**config.mk**
```make
export PLATFORM = sky130hd
export DESIGN_NAME = ctrl_pipeline
export DESIGN_NICKNAME = d
export VERILOG_FILES = /design/src/rtl/ctrl_pipeline.sv
export SDC_FILE = /design/constraint.sdc
export NUM_CORES = 1
export LEC_CHECK = 0
export ABC_CLOCK_PERIOD_IN_PS = 6000
export BUFFER_PORTS_ARGS = -buffer_cell sky130_fd_sc_hd__buf_2
export CORE_MARGIN = 3
export CORE_UTILIZATION = 34
export DETAILED_ROUTE_END_ITERATION = 16
export GPL_ROUTABILITY_DRIVEN = 0
export GPL_TIMING_DRIVEN = 0
export MAX_ROUTING_LAYER = met4
export PLACE_DENSITY = 0.59
export SLEW_MARGIN = 20
export SYNTH_ARGS = -nofsm -noshare
export SYNTH_HDL_FRONTEND = slang
export SYNTH_SLANG_ARGS = --single-unit
```
**constraint.sdc**
```tcl
create_clock -name clk -period 6 [get_ports clk]
set_input_delay 0.3 -clock clk [delete_from_list [all_inputs] [get_ports clk]]
set_output_delay 0.3 -clock clk [all_outputs]
set_load 0.01 [all_outputs]
```
**src/rtl/ctrl_pipeline.sv**
```systemverilog
// rtl/ctrl_pipeline.sv - decode and ID/EX/MEM/WB control pipeline with load-use, redirect and divide sequencing
module ctrl_pipeline #(
  parameter bit ENABLE_M    = 1'b1,
  parameter int DIV_LATENCY = 32,
  parameter int RA_W        = 5
) (
  input  logic            clk,
  input  logic            rst,
  input  logic [31:0]     instr_id,
  input  logic            valid_id,
  input  logic            redirect_ex,
  output logic            pc_en,
  output logic            ifid_en,
  output logic            ifid_flush,
  output logic            ex_valid,
  output logic [1:0]      ex_aluop,
  output logic            ex_alusrc,
  output logic            ex_branch,
  output logic            ex_jump,
  output logic            ex_jalr,
  output logic            ex_lui,
  output logic            ex_auipc,
  output logic            ex_mdu,
  output logic [2:0]      ex_funct3,
  output logic [RA_W-1:0] ex_rd,
  output logic            ex_illegal,
  output logic            mem_memread,
  output logic            mem_memwrite,
  output logic            mem_regwrite,
  output logic            mem_memtoreg,
  output logic [RA_W-1:0] mem_rd,
  output logic            wb_regwrite,
  output logic            wb_memtoreg,
  output logic [RA_W-1:0] wb_rd
);

  localparam int CW = (DIV_LATENCY > 1) ? $clog2(DIV_LATENCY) : 1;
  localparam logic [CW-1:0] DIV_LOAD = CW'(DIV_LATENCY - 1);

  typedef struct packed {
    logic            valid;
    logic [1:0]      aluop;
    logic            alusrc;
    logic            branch;
    logic            jump;
    logic            jalr;
    logic            lui;
    logic            auipc;
    logic            mdu;
    logic [2:0]      funct3;
    logic [RA_W-1:0] rd;
    logic            illegal;
    logic            memread;
    logic            memwrite;
    logic            regwrite;
    logic            memtoreg;
  } idex_t;

  typedef struct packed {
    logic            memread;
    logic            memwrite;
    logic            regwrite;
    logic            memtoreg;
    logic [RA_W-1:0] rd;
  } exmem_t;

  typedef struct packed {
    logic            regwrite;
    logic            memtoreg;
    logic [RA_W-1:0] rd;
  } memwb_t;

  idex_t   idex, idex_nx, dec;
  exmem_t  exmem, exmem_nx;
  memwb_t  memwb;
  logic [CW-1:0] cnt, cnt_nx;
  logic use_rs1, use_rs2, load_use, busy;
  logic [6:0] opcode, funct7;
  logic [RA_W-1:0] rs1, rs2;

  assign opcode = instr_id[6:0];
  assign funct7 = instr_id[31:25];
  assign rs1    = RA_W'(instr_id[19:15]);
  assign rs2    = RA_W'(instr_id[24:20]);

  always_comb begin
    dec     = '0;
    use_rs1 = 1'b0;
    use_rs2 = 1'b0;
    case (opcode)
      7'd51: begin
        if (funct7 == 7'b0000000 || funct7 == 7'b0100000) begin
          dec.aluop = 2'b10; dec.regwrite = 1'b1;
          use_rs1 = 1'b1; use_rs2 = 1'b1;
        end else if (ENABLE_M && funct7 == 7'b0000001) begin
          dec.aluop = 2'b10; dec.mdu = 1'b1; dec.regwrite = 1'b1;
          use_rs1 = 1'b1; use_rs2 = 1'b1;
        end else begin
          dec.illegal = 1'b1;
        end
      end
      7'd19:  begin dec.aluop = 2'b11; dec.alusrc = 1'b1; dec.regwrite = 1'b1; use_rs1 = 1'b1; end
      7'd3:   begin
        dec.alusrc = 1'b1; dec.memread = 1'b1; dec.memtoreg = 1'b1; dec.regwrite = 1'b1;
        use_rs1 = 1'b1;
      end
      7'd35:  begin dec.alusrc = 1'b1; dec.memwrite = 1'b1; use_rs1 = 1'b1; use_rs2 = 1'b1; end
      7'd99:  begin dec.aluop = 2'b01; dec.branch = 1'b1; use_rs1 = 1'b1; use_rs2 = 1'b1; end
      7'd111: begin dec.jump = 1'b1; dec.regwrite = 1'b1; end
      7'd103: begin
        dec.jump = 1'b1; dec.jalr = 1'b1; dec.alusrc = 1'b1; dec.aluop = 2'b11;
        dec.regwrite = 1'b1; use_rs1 = 1'b1;
      end
      7'd55:  begin dec.lui = 1'b1; dec.regwrite = 1'b1; end
      7'd23:  begin dec.auipc = 1'b1; dec.alusrc = 1'b1; dec.regwrite = 1'b1; end
      default: dec.illegal = 1'b1;
    endcase
    dec.valid  = 1'b1;
    dec.funct3 = instr_id[14:12];
    dec.rd     = dec.regwrite ? RA_W'(instr_id[11:7]) : '0;
    if (!valid_id) begin
      dec     = '0;
      use_rs1 = 1'b0;
      use_rs2 = 1'b0;
    end
  end

  assign busy     = (cnt != '0);
  assign load_use = idex.memread && (idex.rd != '0) &&
                    ((use_rs1 && rs1 == idex.rd) || (use_rs2 && rs2 == idex.rd));

  // Priority: an in-flight divide freezes everything, then redirect, then load-use.
  always_comb begin
    pc_en      = 1'b1;
    ifid_en    = 1'b1;
    ifid_flush = 1'b0;
    idex_nx    = dec;
    exmem_nx   = '{memread: idex.memread, memwrite: idex.memwrite, regwrite: idex.regwrite,
                   memtoreg: idex.memtoreg, rd: idex.rd};
    cnt_nx     = cnt;
    if (busy) begin
      pc_en    = 1'b0;
      ifid_en  = 1'b0;
      idex_nx  = idex;
      exmem_nx = '0;
      cnt_nx   = cnt - CW'(1);
    end else if (redirect_ex) begin
      ifid_flush = 1'b1;
      idex_nx    = '0;
    end else if (load_use) begin
      pc_en   = 1'b0;
      ifid_en = 1'b0;
      idex_nx = '0;
    end else if (dec.mdu && dec.funct3[2]) begin
      cnt_nx = DIV_LOAD;
    end
  end

  always_ff @(posedge clk or posedge rst) begin
    if (rst) begin
      idex  <= '0;
      exmem <= '0;
      memwb <= '0;
      cnt   <= '0;
    end else begin
      idex  <= idex_nx;
      exmem <= exmem_nx;
      memwb <= '{regwrite: exmem.regwrite, memtoreg: exmem.memtoreg, rd: exmem.rd};
      cnt   <= cnt_nx;
    end
  end

  assign ex_valid     = idex.valid;
  assign ex_aluop     = idex.aluop;
  assign ex_alusrc    = idex.alusrc;
  assign ex_branch    = idex.branch;
  assign ex_jump      = idex.jump;
  assign ex_jalr      = idex.jalr;
  assign ex_lui       = idex.lui;
  assign ex_auipc     = idex.auipc;
  assign ex_mdu       = idex.mdu;
  assign ex_funct3    = idex.funct3;
  assign ex_rd        = idex.rd;
  assign ex_illegal   = idex.illegal;
  assign mem_memread  = exmem.memread;
  assign mem_memwrite = exmem.memwrite;
  assign mem_regwrite = exmem.regwrite;
  assign mem_memtoreg = exmem.memtoreg;
  assign mem_rd       = exmem.rd;
  assign wb_regwrite  = memwb.regwrite;
  assign wb_memtoreg  = memwb.memtoreg;
  assign wb_rd        = memwb.rd;

  // The divider cannot abandon an operation, so a redirect must not arrive mid-divide.
  a_no_redirect_when_busy: assert property (@(posedge clk) disable iff (rst) !(redirect_ex && busy));

endmodule

```
# ---- Word-level counts from Yosys, hierarchy flattened
# Index checks and enable logic that the tools add are counted.
dict set report classes {
  addsub 1
  n_eq_ne 15
  mux 37
  reduce_logical 19
}
# operator count
set op_table {}
lappend op_table {{$mux 23} 3}
lappend op_table {{$eq 7x6->1 const B} 4}
lappend op_table {{$mux 5} 5}
lappend op_table {{$eq 7x7->1 const B} 3}
lappend op_table {{$mux 1} 21}
lappend op_table {{$eq 7x5->1 const B} 2}
lappend op_table {{$eq 5x5->1} 2}
lappend op_table {{$reduce_bool 5->1} 2}
lappend op_table {{$reduce_or 5->1} 2}
lappend op_table {{$mux 9} 1}
lappend op_table {{$pmux 1 s2} 4}
lappend op_table {{$reduce_or 8->1} 1}
lappend op_table {{$eq 7x1->1 const B} 1}
lappend op_table {{$eq 7x2->1 const B} 1}
lappend op_table {{$logic_not 7->1} 1}
lappend op_table {{$pmux 2 s3} 1}
lappend op_table {{$reduce_or 2->1} 3}
lappend op_table {{$reduce_or 6->1} 1}
lappend op_table {{$logic_and 1x1->1} 5}
lappend op_table {{$sub 5x1->5 const B} 1}
lappend op_table {{$mux 2} 2}
lappend op_table {{$ne 2x1->1 const B} 2}
lappend op_table {{$reduce_and 3->1} 1}
lappend op_table {{$logic_or 1x1->1} 2}
lappend op_table {{$reduce_bool 2->1} 1}
dict set report word_totals {
  regBits 44
  out_inout_bits 38
  elab_cells 97
}

# ---- Longest topological paths before layout
dict set report logic_depth {
  ltp_word 11
  mapped_depth 10
}

# ---- Worst setup path before layout
# OpenSTA, ideal clock, no wires.
dict set report synth_path {
  path_type {register to register}
  start {register cnt[0]}
  end {register idex, in the netlist ex_rd[4]}
  setup_time_ps 68
  t_arrival_ps 2011
  t_required_ps 5932
  setup_slack_ps 3921
  stages_incl_launch_ff 11
  synth_period_minus_slack_ps 2079
  cell_sequence {dfrtp_1 > inv_1 > ha_1 > nand2b_1 > or3_1 > clkbuf_1 > nor3b_2 > and2_4 > buf_6 > buf_6 > a32o_1}
}
dict set report synth_between {
  elab_chain_len 1
}
# item line_no
set synth_rtl {}
lappend synth_rtl {{start, declared} 76} ;# logic [CW-1:0] cnt, cnt_nx;
lappend synth_rtl {{start signal, assigned} 169} ;# cnt <= cnt_nx;
lappend synth_rtl {{$reduce_bool 5->1} 128} ;# assign busy = (cnt != '0);
lappend synth_rtl {{end signal, assigned} 166} ;# idex <= idex_nx;
lappend synth_rtl {{end, declared} 73} ;# idex_t idex, idex_nx, dec;
# No other way between the ends.
# A chain may end at the register's enable or synchronous reset.

# ---- Worst setup path in the final report
dict set report layout_path {
  start {register cnt[0]}
  end {output pc_en}
}
dict set report layout_between {
  elab_chain_len 2
}
# item line_no
set layout_rtl {}
lappend layout_rtl {{$reduce_bool 5->1} 128}
lappend layout_rtl {{$mux 1} 141} ;# if (busy) begin
lappend layout_rtl {{end, declared} 12} ;# output logic pc_en,
# No other way between the ends.

==> impl_metrics.env <==
export IMPL_grt_pass1_wl_um=8050
export IMPL_dp_hpwl_um=3650
export IMPL_initial_core_util=0.358
export IMPL_cp_end_kind="primary output"
export IMPL_hold_ws_ns=0.212
export IMPL_synth_area_um2=2020
export IMPL_antenna_left=0
export IMPL_dr_total_vias=1601
export IMPL_die_w_um=83.0
export IMPL_synthToLayoutAreaGrowth_pct=28.2
export IMPL_synth_flop_cell="dfrtp_1"
export IMPL_setup_viol=0
export IMPL_cts_repair_resized=0
export IMPL_cts_tree="yes"
export IMPL_crit_path_max_incr_delay_ns=0.44
export IMPL_vdd_drop_max_mv=0.155
export IMPL_clkTransAtPathRegs_ns=0.09
export IMPL_r2r_start="cnt[0]$_DFFE_PP0P_"
export IMPL_hp_class="in2reg"
export IMPL_ys_ff_latch=42
export IMPL_maxCapViolCount=0
export IMPL_critPathMaxFanout=10
export IMPL_cts_setup_buffers=0
export IMPL_maxSlewViolCount=0
export IMPL_grt_ovfl_total=0
export IMPL_drt_iter0_drc=104
export IMPL_clk_latency_ns=0.30
export IMPL_tightest_slew_ns=0.982
export IMPL_hold_violations=0
export IMPL_wire_per_inst_um=14.8
export IMPL_firstDrtPassIters=4
export IMPL_finClkSkew_ns=0.00678
export IMPL_antenna_cells=0
export IMPL_clkSinkCount=42
export IMPL_min_from="instr_id[13]"
export IMPL_clock_root_buffer="clkbuf_8"
export IMPL_synth_area_per_cell_um2=11.3
export IMPL_holdBufCountCts=1
export IMPL_async_reset_ff_frac=1.00
export IMPL_wl_um=4900
export IMPL_fmax_ghz=0.370
export IMPL_crit_path_start_kind="register"
export IMPL_synth_edf_count=0
export IMPL_finalSetupTns_ns=0
export IMPL_hold_path_endpoint="ex_funct3[1]$_DFFE_PP0N_"
export IMPL_dieArea_um2=6900
export IMPL_grt_max_degree=30
export IMPL_grt_use_total=0.151
export IMPL_rows=27
export IMPL_nets=295
export IMPL_synth_fp_nets=215
export IMPL_critPathArrivalTime_ns=2.40
export IMPL_fin_area_um2=2590
export IMPL_antenna_found_initial=0
export IMPL_status="completed"
export IMPL_crit_slowest_cell="clkbuf_1"
export IMPL_grt_pass1_vias=1546
export IMPL_ios=74
export IMPL_core_area_um2=5640
export IMPL_relSlewSlack=0.340
export IMPL_synth_cell_type_count=45
export IMPL_cpMostUsedCell="clkbuf_1"
export IMPL_total_power_mw=0.728
export IMPL_r2r_setup_slack_ns=3.51
export IMPL_yosysSeqAreaShare=0.521
export IMPL_grt_setup_unrepaired="no"
export IMPL_r2r_end="idex[3]$_DFFE_PP0N_"
export IMPL_post_dp_cell_area_um2=2480
export IMPL_numCtsBuffers=5
export IMPL_finalCritPeriodShare=0.450
export IMPL_htree_num_levels=2
export IMPL_port_buffers=71
export IMPL_cp_required_ns=5.70
export IMPL_p_per_area_nw_per_um2=281
export IMPL_power_leakage_nw=1.34
export IMPL_worstSetupPathType="reg2out"
export IMPL_drive_gt1_frac=0.405
export IMPL_dieHeight_um=83.0
export IMPL_cp_cell_sequence="inv_1, ha_1, nand2b_1, or3_1, clkbuf_1, clkbuf_1, nor2_1, buf_4, buf_2"
export IMPL_netlist_instances=178
export IMPL_worst_path_buf_inv=5
export IMPL_route_detailed_vias_per_inst=4.84
export IMPL_rr_worst_depth=10
export IMPL_drc=0
export IMPL_worst_hold_path_num_cells=2
export IMPL_ys_warn_count=0
export IMPL_period_needed_ns=2.70
export IMPL_crit_family="buffers and inverters"
export IMPL_cts_buffer_depth=2
==> through the flow <==
stage,std cells,setup slack [ns],util
6_report,331,3.30,0.459
5_1_grt,331,3.07,0.459
4_1_cts,331,3.25,0.459
3_5_place_dp,322,3.50,0.440
3_3_place_gp,321,3.53,0.437
2_1_floorplan,178,3.92,-
==> worst reg2reg max path, delay by kind of cell, from the launching register on <==
| kind | cells | cell delay, ns |
|---|---|---|
| AND/OR/NAND/NOR | 4 | 1.06 |
| flip-flops | 1 | 0.38 |
| buffers and inverters | 4 | 0.64 |
| AO/OA/AOI/OAI | 1 | 0.17 |
| adder cells (fa/ha/maj) | 1 | 0.17 |
==> flip-flops by register name (all words and copies together), names as in the netlist, 2 cells and up <==
name / cells
cnt: 5
ex_aluop: 2
ex_funct3: 3
ex_rd: 5
idex: 3
mem_rd: 5
wb_rd: 5
==> layout make-up <==
class                           instances  area, um^2
Inverter                                3        11.3
Buffer                                 22         146
Clock inverter                          3        25.0
Fill cell                             560        3050
Clock buffer                            5        68.8
Timing Repair Buffer                   73         385
Sequential cell                        42        1050
Multi-Input combinational cell        111         810
Tap cell                               72        90.1
==> layout by cell type, fill, tap and decap left out, types with 2 or more instances in the layout <==
master    count
and2_1        9
a32o_1       11
nand4_1       2
nor3_1        5
dfrtp_1      42
nor2b_1       2
or3_1         2
buf_6         2
nand2_1      12
clkbuf_8      5
nand3b_1      3
o21ai_0       6
a22o_1        6
and3_1        3
nand2b_1      4
mux2i_1       2
xnor2_1      11
nor2_1        5
buf_4        12
clkbuf_1      5
nand3_1       3
inv_1         2
a21oi_1       4
buf_2        73
==> kinds of logic after synthesis <==
| group | after synthesis | synth area share |
|---|---|---|
| XOR/XNOR | 11 | 0.0477 |
| flip-flops | 42 | 0.521 |
| buffers and inverters | 25 | 0.0781 |
| AO/OA/AOI/OAI | 36 | 0.147 |
| adder cells (fa/ha/maj) | 1 | 0.00620 |
| AND/OR/NAND/NOR | 61 | 0.190 |
| multiplexers | 2 | 0.00992 |
==> metal layers <==
metal | global-route usage | up-vias | routed length, um
met5 | - | - | 0
met4 | 0.0490 | 0 | 70
met3 | 0.0367 | 5 | 268
met2 | 0.223 | 60 | 2230
met1 | 0.205 | 743 | 2330
li1 | - | 793 | -
==> power by group <==
group	total, mW	leakage (nW)	internal (mW)	switching [mW]
clock	0.189	0.0447	0.0840	0.105
sequential	0.339	0.575	0.317	0.0222
combinational	0.199	0.723	0.0927	0.106
==> worst max path at each step <==
stage	slack, ns	endpoint	from	cells past startpoint
3_5_place_dp	3.50	idex[3]$_DFFE_PP0N_	cnt[0]$_DFFE_PP0P_	10
4_1_cts	3.25	pc_en	cnt[0]$_DFFE_PP0P_	9
5_1_grt	3.07	pc_en	cnt[0]$_DFFE_PP0P_	9
3_3_place_gp	3.53	ex_rd[4]$_DFFE_PP0N_	cnt[0]$_DFFE_PP0P_	10
2_1_floorplan	3.92	ex_rd[4]$_DFFE_PP0N_	cnt[0]$_DFFE_PP0P_	10
6_report	3.30	pc_en	cnt[0]$_DFFE_PP0P_	9
==> cells in the mapped netlist (all sizes together) (2+ instances only) <==
master | count | share of area
or3 | 2 | 0.0062
a211oi | 2 | 0.0099
inv | 3 | 0.0056
nor2 | 5 | 0.0093
clkbuf | 6 | 0.012
a32o | 11 | 0.055
xnor2 | 11 | 0.048
mux2i | 2 | 0.0099
nor2b | 2 | 0.0062
nand2 | 12 | 0.022
nor3b | 2 | 0.0099
dfrtp | 42 | 0.52
nand3 | 3 | 0.0074
nor4 | 2 | 0.014
nand2b | 4 | 0.012
a22o | 6 | 0.026
and2 | 10 | 0.032
and3 | 3 | 0.0093
nand3b | 3 | 0.011
o21ai | 6 | 0.015
nand4 | 2 | 0.0062
a21oi | 5 | 0.014
buf | 16 | 0.061
nor3 | 5 | 0.012
Power figures use the tool's default switching activity.
